==> src/rtl/icap_bitstream_packer_if.sv <==
// Stream-in / FIFO-out bundle for the ICAP bitstream packer.
// slave  : the packer's view (consumes the stream, drives the FIFO write side).
// master : the surrounding system's view (drives the stream, observes FIFO writes).
interface icap_bitstream_packer_if;
    logic [63:0]  s_tdata;
    logic [7:0]   s_tkeep;
    logic         s_tvalid;
    logic         s_tlast;
    logic         s_tready;
    logic         fifo_full;
    logic [255:0] fifo_data;
    logic         fifo_write_en;

    modport slave (
        input  s_tdata,
        input  s_tkeep,
        input  s_tvalid,
        input  s_tlast,
        input  fifo_full,
        output s_tready,
        output fifo_data,
        output fifo_write_en
    );

    modport master (
        output s_tdata,
        output s_tkeep,
        output s_tvalid,
        output s_tlast,
        output fifo_full,
        input  s_tready,
        input  fifo_data,
        input  fifo_write_en
    );
endinterface

==> src/rtl/icap_bitstream_packer.sv <==
// Packs a 64-bit bitstream stream into 256-bit configuration FIFO entries.
// Beat n of an entry lands in lane n (fifo_data[64n+63:64n]), so the earliest
// ICAP word sits in fifo_data[31:0]. A short final entry is filled out with
// Type-1 NOOP words so the ICAP engine never consumes undefined data.
module icap_bitstream_packer #(
    parameter int          IN_DATA_SIZE = 64,
    parameter int          DATA_SIZE    = 256,
    parameter int          FLAG_SIZE    = 1,
    parameter logic [31:0] PAD_WORD     = 32'h20000000,
    parameter int          CNT_SIZE     = 16
) (
    input  logic                   clock,
    input  logic                   reset,
    icap_bitstream_packer_if.slave bus,
    output logic                   frame_done,
    output logic [CNT_SIZE-1:0]    entry_count,
    output logic                   protocol_err
);

    localparam int LANES  = DATA_SIZE / IN_DATA_SIZE;
    localparam int LANE_W = $clog2(LANES);
    localparam logic [LANE_W-1:0] LAST_LANE = LANE_W'(LANES - 1);

    typedef enum logic {
        S_FILL,
        S_HOLD
    } state_t;

    state_t                                 state_q, state_d;
    logic [LANE_W-1:0]                      lane_cnt_q, lane_cnt_d;
    logic [LANES-1:0][IN_DATA_SIZE-1:0]     data_q, data_d;
    logic [FLAG_SIZE-1:0]                   last_flag_q, last_flag_d;
    logic [FLAG_SIZE-1:0]                   protocol_err_q, protocol_err_d;
    logic [CNT_SIZE-1:0]                    entry_count_q, entry_count_d;

    logic                    s_tready_int;
    logic                    beat_accept;
    logic                    pad_upper;
    logic                    keep_illegal;
    logic [IN_DATA_SIZE-1:0] beat_word;

    // Ready only in FILL; gated by reset so the upstream sees ready low while reset is held.
    assign s_tready_int = (state_q == S_FILL) && reset;
    assign beat_accept  = bus.s_tvalid && s_tready_int;

    // A half-kept beat is only meaningful as the final beat; anything else is a full beat plus an error.
    assign pad_upper    = bus.s_tlast && (bus.s_tkeep == 8'h0F);
    assign keep_illegal = !((bus.s_tkeep == 8'hFF) || pad_upper);
    assign beat_word    = pad_upper ? {PAD_WORD, bus.s_tdata[31:0]} : bus.s_tdata;

    // Per-lane next value: the current lane takes the beat; on a last beat every higher lane is padded.
    // Every lane is rewritten before an entry completes, so no stale data from a prior entry survives.
    for (genvar gi = 0; gi < LANES; gi++) begin : g_lane
        assign data_d[gi] = !beat_accept                                  ? data_q[gi] :
                            (lane_cnt_q == LANE_W'(gi))                   ? beat_word :
                            (bus.s_tlast && (int'(lane_cnt_q) < gi))      ? {PAD_WORD, PAD_WORD} :
                                                                            data_q[gi];
    end

    // State register and datapath flops; reset discards any partially packed entry.
    always_ff @(posedge clock or negedge reset) begin
        if (!reset) begin
            state_q        <= S_FILL;
            lane_cnt_q     <= '0;
            data_q         <= '0;
            last_flag_q    <= '0;
            protocol_err_q <= '0;
            entry_count_q  <= '0;
        end else begin
            state_q        <= state_d;
            lane_cnt_q     <= lane_cnt_d;
            data_q         <= data_d;
            last_flag_q    <= last_flag_d;
            protocol_err_q <= protocol_err_d;
            entry_count_q  <= entry_count_d;
        end
    end

    // Next-state and write-strobe logic: FILL collects beats, HOLD presents the entry until the FIFO takes it.
    always_comb begin
        state_d           = state_q;
        lane_cnt_d        = lane_cnt_q;
        last_flag_d       = last_flag_q;
        protocol_err_d    = protocol_err_q;
        entry_count_d     = entry_count_q;
        bus.fifo_write_en = 1'b0;
        frame_done        = 1'b0;

        case (state_q)
            S_FILL: begin
                if (beat_accept) begin
                    if (keep_illegal) begin
                        protocol_err_d = FLAG_SIZE'(1);
                    end
                    if ((lane_cnt_q == LAST_LANE) || bus.s_tlast) begin
                        state_d     = S_HOLD;
                        lane_cnt_d  = '0;
                        last_flag_d = FLAG_SIZE'(bus.s_tlast);
                    end else begin
                        lane_cnt_d = lane_cnt_q + 1'b1;
                    end
                end
            end
            S_HOLD: begin
                if (!bus.fifo_full) begin
                    bus.fifo_write_en = 1'b1;
                    state_d           = S_FILL;
                    if (last_flag_q[0]) begin
                        frame_done    = 1'b1;
                        entry_count_d = '0;
                        last_flag_d   = '0;
                    end else begin
                        entry_count_d = entry_count_q + 1'b1;
                    end
                end
            end
            default: begin
                state_d = S_FILL;
            end
        endcase
    end

    assign bus.s_tready  = s_tready_int;
    assign bus.fifo_data = data_q;
    assign entry_count   = entry_count_q;
    assign protocol_err  = protocol_err_q[0];

endmodule

==> src/flat_wrapper.sv <==
// flat-port wrapper written by rule: the top's interface ports become plain ports
module icap_bitstream_packer_flat 
#(
    parameter int          IN_DATA_SIZE = 64,
    parameter int          DATA_SIZE    = 256,
    parameter int          FLAG_SIZE    = 1,
    parameter logic [31:0] PAD_WORD     = 32'h20000000,
    parameter int          CNT_SIZE     = 16
)
  (clock, reset, frame_done, entry_count, protocol_err, bus_s_tdata, bus_s_tkeep, bus_s_tvalid, bus_s_tlast, bus_fifo_full, bus_s_tready, bus_fifo_data, bus_fifo_write_en);
  icap_bitstream_packer_if bus_i ();
  input  logic clock;
  input  logic reset;
  output logic frame_done;
  output logic [CNT_SIZE-1:0] entry_count;
  output logic protocol_err;
  input wire logic [$bits(bus_i.s_tdata)-1:0] bus_s_tdata;
  input wire logic [$bits(bus_i.s_tkeep)-1:0] bus_s_tkeep;
  input wire logic [$bits(bus_i.s_tvalid)-1:0] bus_s_tvalid;
  input wire logic [$bits(bus_i.s_tlast)-1:0] bus_s_tlast;
  input wire logic [$bits(bus_i.fifo_full)-1:0] bus_fifo_full;
  output wire logic [$bits(bus_i.s_tready)-1:0] bus_s_tready;
  output wire logic [$bits(bus_i.fifo_data)-1:0] bus_fifo_data;
  output wire logic [$bits(bus_i.fifo_write_en)-1:0] bus_fifo_write_en;
  assign bus_i.s_tdata = bus_s_tdata;
  assign bus_i.s_tkeep = bus_s_tkeep;
  assign bus_i.s_tvalid = bus_s_tvalid;
  assign bus_i.s_tlast = bus_s_tlast;
  assign bus_i.fifo_full = bus_fifo_full;
  assign bus_s_tready = bus_i.s_tready;
  assign bus_fifo_data = bus_i.fifo_data;
  assign bus_fifo_write_en = bus_i.fifo_write_en;
  icap_bitstream_packer #(.IN_DATA_SIZE(IN_DATA_SIZE), .DATA_SIZE(DATA_SIZE), .FLAG_SIZE(FLAG_SIZE), .PAD_WORD(PAD_WORD), .CNT_SIZE(CNT_SIZE)) u_core (.clock(clock), .reset(reset), .bus(bus_i), .frame_done(frame_done), .entry_count(entry_count), .protocol_err(protocol_err));
endmodule
==> config.mk <==
export PLATFORM = sky130hd
export DESIGN_NAME = icap_bitstream_packer_flat
export DESIGN_NICKNAME = d
export VERILOG_FILES = /design/src/rtl/icap_bitstream_packer_if.sv /design/src/rtl/icap_bitstream_packer.sv /design/src/flat_wrapper.sv
export SDC_FILE = /design/constraint.sdc
export NUM_CORES = 1
export LEC_CHECK = 0
export CAP_MARGIN = 15
export CORE_ASPECT_RATIO = 1.4
export CORE_MARGIN = 2
export CORE_UTILIZATION = 41
export CTS_CLUSTER_DIAMETER = 100
export DETAILED_ROUTE_END_ITERATION = 7
export GPL_TIMING_DRIVEN = 0
export PLACE_DENSITY = 0.76
export SLEW_MARGIN = 0
export SYNTH_ARGS = -nofsm -noshare
export SYNTH_HDL_FRONTEND = slang
export SYNTH_SLANG_ARGS = --single-unit
==> constraint.sdc <==
create_clock -name clock -period 1.6 [get_ports clock]
set_input_delay 0.24 -clock clock [delete_from_list [all_inputs] [get_ports clock]]
set_output_delay 0.24 -clock clock [all_outputs]
set_load 0.02 [all_outputs]
Word level (Yosys, flattened, before mapping)
Index checks and enable logic that the tools add are counted.
{ "totals": {"latchBits": 0, "word_cells": 67, "output_inout_bits": 276, "romBits": 0, "input_bits": 77, "n_memories": 0, "mem_bits_rw": 0, "regBits": 277} }
{ "op_classes": {"n_mux": 22, "div": 0, "bitwise_logic": 3, "shifts": 0, "reduce_logical": 20, "n_eq_ne": 8, "mul": 0, "add_sub_neg": 2, "n_lt_le_gt_ge": 3} }
{ "ops": {"columns": ["operator", "count"], "rows": [
  ["64-bit 2-to-1 mux", 7],
  ["16-bit by 1-bit adder with 16-bit output, second input constant", 1],
  ["16-bit 2-to-1 mux", 1],
  ["2-bit AND reduction", 6],
  ["1-bit 2-to-1 mux", 11],
  ["8-bit by 4-bit == test with 1-bit output, second input constant", 1],
  ["8-bit == test, second input constant", 1],
  ["1-bit logical AND", 6],
  ["3-bit AND reduction", 2],
  ["2-bit nonzero test", 3],
  ["2-bit == test, second input constant", 2],
  ["2-bit < comparator, second input constant", 2],
  ["2-bit inequality test, second input constant", 2],
  ["1-bit case mux with 2 select lines", 2],
  ["1-bit NOT", 3],
  ["2-bit by 1-bit adder with 2-bit output, second input constant", 1],
  ["2-bit by 1-bit == test with 1-bit output, second input constant", 1],
  ["2-bit zero test", 1],
  ["1-bit logical OR", 2],
  ["2-bit by 1-bit < comparator with 1-bit output, second input constant", 1],
  ["2-bit 2-to-1 mux", 1],
  ["2-bit by 1-bit inequality test with 1-bit output, second input constant", 1]
]} }

Longest topological paths before layout
{ "depth": {"word_depth": 5, "depth_mapped": 7, "ltp_nobuf": 5} }

Worst setup path before layout
Ideal clock, no wire load.
{ "synth_timing": {"path_type": "in2reg", "from": "input port bus_s_tlast", "to": "register u_core.data_q, in the netlist u_core.bus.fifo_data[100]", "setup_ns": 0.121, "stages": 6, "path_slack_ns": -0.118, "path_buffers": 2, "arrival_time_ns": 1.597, "cell_sequence": "buf_2 > or4b_4 > nor3_4 > nor2_1 > buf_2 > a22o_1"} }
{ "synth_via": {"elab_chain_cells": 3, "elab_cells_between_ends": 6} }
{ "synth_rtl": {"columns": ["item", "line_no", "rtl"], "rows": [
  ["from (decl)", "flat_wrapper.sv:20", "input wire logic [$bits(bus_i.s_tlast)-1:0] bus_s_tlast;"],
  ["1-bit logical AND, on equally long branches", "icap_bitstream_packer.sv:47, icap_bitstream_packer.sv:56", null],
  ["64-bit 2-to-1 mux / 2-bit nonzero test (equally long branches)", null, null],
  ["64-bit 2-to-1 mux / 2-bit AND reduction (equally long branches)", null, null],
  ["to (signal assigned)", "icap_bitstream_packer.sv:72", "data_q <= data_d;"],
  ["to (decl)", "icap_bitstream_packer.sv:31", "logic [LANES-1:0][IN_DATA_SIZE-1:0] data_q, data_d;"]
]} }
Several ways; a longest one is shown, not always the timed one.
A chain may end at the register's enable or synchronous reset.

Worst setup path in the final report
{ "layout_timing": {"from": "register u_core.state_q", "to": "register u_core.data_q, in the netlist u_core.bus.fifo_data[160]"} }
{ "layout_via": {"elab_chain_cells": 4} }
{ "layout_rtl": {"columns": ["item", "line_no", "rtl"], "rows": [
  ["from (decl)", "icap_bitstream_packer.sv:29", "state_t state_q, state_d;"],
  ["from (signal assigned)", "icap_bitstream_packer.sv:70", "state_q <= state_d;"],
  ["1-bit NOT (no source line)", null, null],
  ["1-bit logical AND", "icap_bitstream_packer.sv:43", "assign s_tready_int = (state_q == S_FILL) && reset;"],
  ["1-bit logical AND", "icap_bitstream_packer.sv:44", "assign beat_accept = bus.s_tvalid && s_tready_int;"],
  ["2-bit AND reduction (no source line)", null, null]
]} }
Every way passes these cells.

==> impl_metrics.toml <==
[layout]
drive_above_1_share_pct = 21.2
num-nets-final = 1530
stdcell_count = 1786
nFillCells = 1912
fin_util_pct = 69.0
areaGrowthSynthToFinish_pct = 65.5
seqCellArea_um2 = 6940
multi_input_area_um2 = 3810

[floorplanning]
die-width_um = 140
die_area_um2 = 27100
ioPinCount = 353
die_height_um = 194
rows = 69
core-area_um2 = 25400
start_util_pct = 41.7

[routing]
drtIter0Drc = 504
wire_per_inst_um = 22.9
ant_nets = 0
vias_per_cell = 5.46
firstDrtPassIters = 5
drc = 0
vias = 9748
routed_wl_um = 40800

[worst_setup_path]
cp_num_buf_inv = 4
crit_slowest_cell = "dfrtp_1"
crit_top_cell = "buf_6"
crit_path_max_fanout = 8
path_depth = 8
worstPathRequired_ns = 2.02
worstSetupPathType = "reg -> reg"
crit_family = "buffers and inverters"
r2r_slack_ns = -0.19
r2r_cells = 8
cp-end-kind = "register"
cp_slowest_stage_delay_ns = 0.43
path_cells = "and3b_2 -> buf_6 -> o211ai_1 -> buf_6 -> buf_6 -> clkbuf_16 -> nand2_4 -> o21ai_2"
critPathArrivalTime_ns = 2.21
cp-start-kind = "register"

[clock_network]
clockBufferDepth = 3
cts_inserted_buffers = 27
cts_sinks = 277
tritoncts = "built"
clk_pin_slew_ns = 0.07
cts_root_buffer = "clkbuf_16"
cts_htree_levels = 1
insertion_delay_ns = 0.53

[timing]
period_needed_ns = 1.79
hold_viol = 66
tns_ns = -18.78
whs_ns = -0.411
worst_slack_ns = -0.189
slew_viol_final = 0
finalSetupViolCount = 222
rsz0062_at_grt = "true"
worst_clock_skew_ns = 0.0101
slew_headroom_pct = 58.2
fmax_ghz = 0.559
tightest_slew_ns = 0.627
timing.final.crit_share_pct = 112

[power]
power_frac_clock_pct = 22.4
leakagePower_nw = 9.17
ir_drop_v = 0.00114
powerDensity_nw_per_um2 = 1530
p_sw_share_pct = 37.6
p_seq_share_pct = 38.6
power.internal_mw = 16.8
finalPower_mw = 26.9
power_frac_comb_pct = 39.0
switchingPower_mw = 10.1

[yosys]
synth_top_area_share_pct = 65.5
ys.flop_type = "dfrtp_1"
synth_warnings = 0
yosysTopAreaCell = "dfrtp_1"
synth_cell_types = 38
async_flop_share_pct = 100
ys_seq_elements = 277
synth_nets = 1058
synth_common_cells = "nand2_1, dfrtp_1, a22o_1"
ys_seq_area_share_pct = 65.5
syn_area_per_cell_um2 = 10.8
syn-cell-area_um2 = 10600
synthTopCellsByArea = "dfrtp_1, nand2_1, a22o_1"
yosysMostFrequentCell = "nand2_1"
netlist_instances = 976
synth-edff-count = 0

[run_status]
status = "finished, violations left"
violations = "negative hold slack, negative setup slack"

[grt]
grt_remaining_overflow = 0
grt_pass1_wl_um = 58800
grt_antenna_before_repair = 2
grt_max_degree = 120
grt_pass1_vias = 9944
gr-usage-all-layers_pct = 27.8

[hold_path]
min_path_type = "in -> async"

[place]
placed_cells = 1648
hpwl_um = 24900
portBuffers = 351
finalWeightedCongestion = 0.839

[job]
drv_cap = 0
[per-stage QoR]
stage,area [um^2],worst slack [ns]
CTS,16800,-0.172
global route,17500,-0.234
floorplan,10600,-0.101
global placement,14600,-11.61
finish,17500,-0.189
detailed placement,14600,-1.55
[worst reg2reg max path, stage by stage (launching register included)]
cell and delay (ns):
dfrtp_1 0.43, and3b_2 0.31, buf_6 0.14, o211ai_1 0.18
buf_6 0.22, buf_6 0.14, clkbuf_16 0.16, nand2_4 0.06
o21ai_2 0.05
[kinds of logic (layout without fill, tap and decap cells)]
kind of cell,count (synthesis),count (layout),synth area share [%]
and+or+nand+nor,389,390,15.1
DFF,277,277,65.5
AOI/OAI and AO/OA,217,217,15.1
buffers and inverters,80,568,2.97
xor gates and xnor gates,6,6,0.497
adders and majority gates,5,5,0.591
muxes,2,2,0.189
other,0,2,0
[power groups by stage]
stage,combinational (mW),sequential [mW],clock [mW]
final,10.5,10.4,6.02
after global placement,10.1,10.3,0
after CTS,9.94,10.2,6.05
after global routing,11.0,10.6,6.36
after floorplan,2.12,12.8,0
after detailed placement,10.3,10.3,0
[timing repair]
action                                  in CTS  in global routing
pin swaps                                   45                 58
resized for setup                          597                114
setup buffers                               47                 22
endpoints found under the hold margin      104                 72
endpoints found under the setup margin     541                269
gates cloned                                20                 14
hold buffers                                 1                  2
[cell usage in the layout (no fill, tap or decap), types with 13 or more instances in the layout]
cell type and count:
buf_8 23, nand2_1 241, nand2_4 18, nor2_1 16, o21ai_1 42, buf_4 34
o21ai_2 15, dlygate4sd2_1 275, buf_6 32, nand2_2 40, clkbuf_8 15, a22o_1 124
nand3_1 39, o21ai_0 13, dfrtp_1 274, clkdlybuf4s50_1 71, buf_12 15, clkbuf_16 55
[flip-flops by register name, summed over array words and instances, names as in the netlist]
name	count
u_core.lane_cnt_q	2
u_core.bus.fifo_data	256
u_core.entry_count	16
u_core.last_flag_q	1
u_core.state_q	1
u_core.protocol_err	1
[final timing paths]
check,from,endpoint
worst max-delay path,u_core.state_q$_DFF_PN0_,u_core.bus.fifo_data[160]$_DFFE_PN0P_
worst min-delay path,reset,u_core.bus.fifo_data[74]$_DFFE_PN0P_
worst max register to register,u_core.state_q$_DFF_PN0_,u_core.bus.fifo_data[160]$_DFFE_PN0P_
worst min register to register,u_core.bus.fifo_data[145]$_DFFE_PN0P_,u_core.bus.fifo_data[145]$_DFFE_PN0P_
max in group asynchronous,reset,u_core.bus.fifo_data[245]$_DFFE_PN0P_
min in group clock,bus_s_tlast,u_core.lane_cnt_q[1]$_DFFE_PN0P_
[layer usage]
layer	vias to the layer above	wire, um	GRT usage [%]
met4	0	2360	15.6
met1	4882	15100	32.6
met3	127	2400	4.72
met5	-	0	0
met2	430	21000	48.3
li1	4309	-	-
[cell type report]
class,instances,area share [%]
flip-flops and latches,277,39.6
plain buffers,60,5.31
clock inverters,9,0.293
clock buffers,37,4.36
well taps,319,2.28
repair buffers,451,26.1
inverters,11,0.293
diodes,2,0.0286
multi-input cells,620,21.8
(Power assumes the default switching activity.)
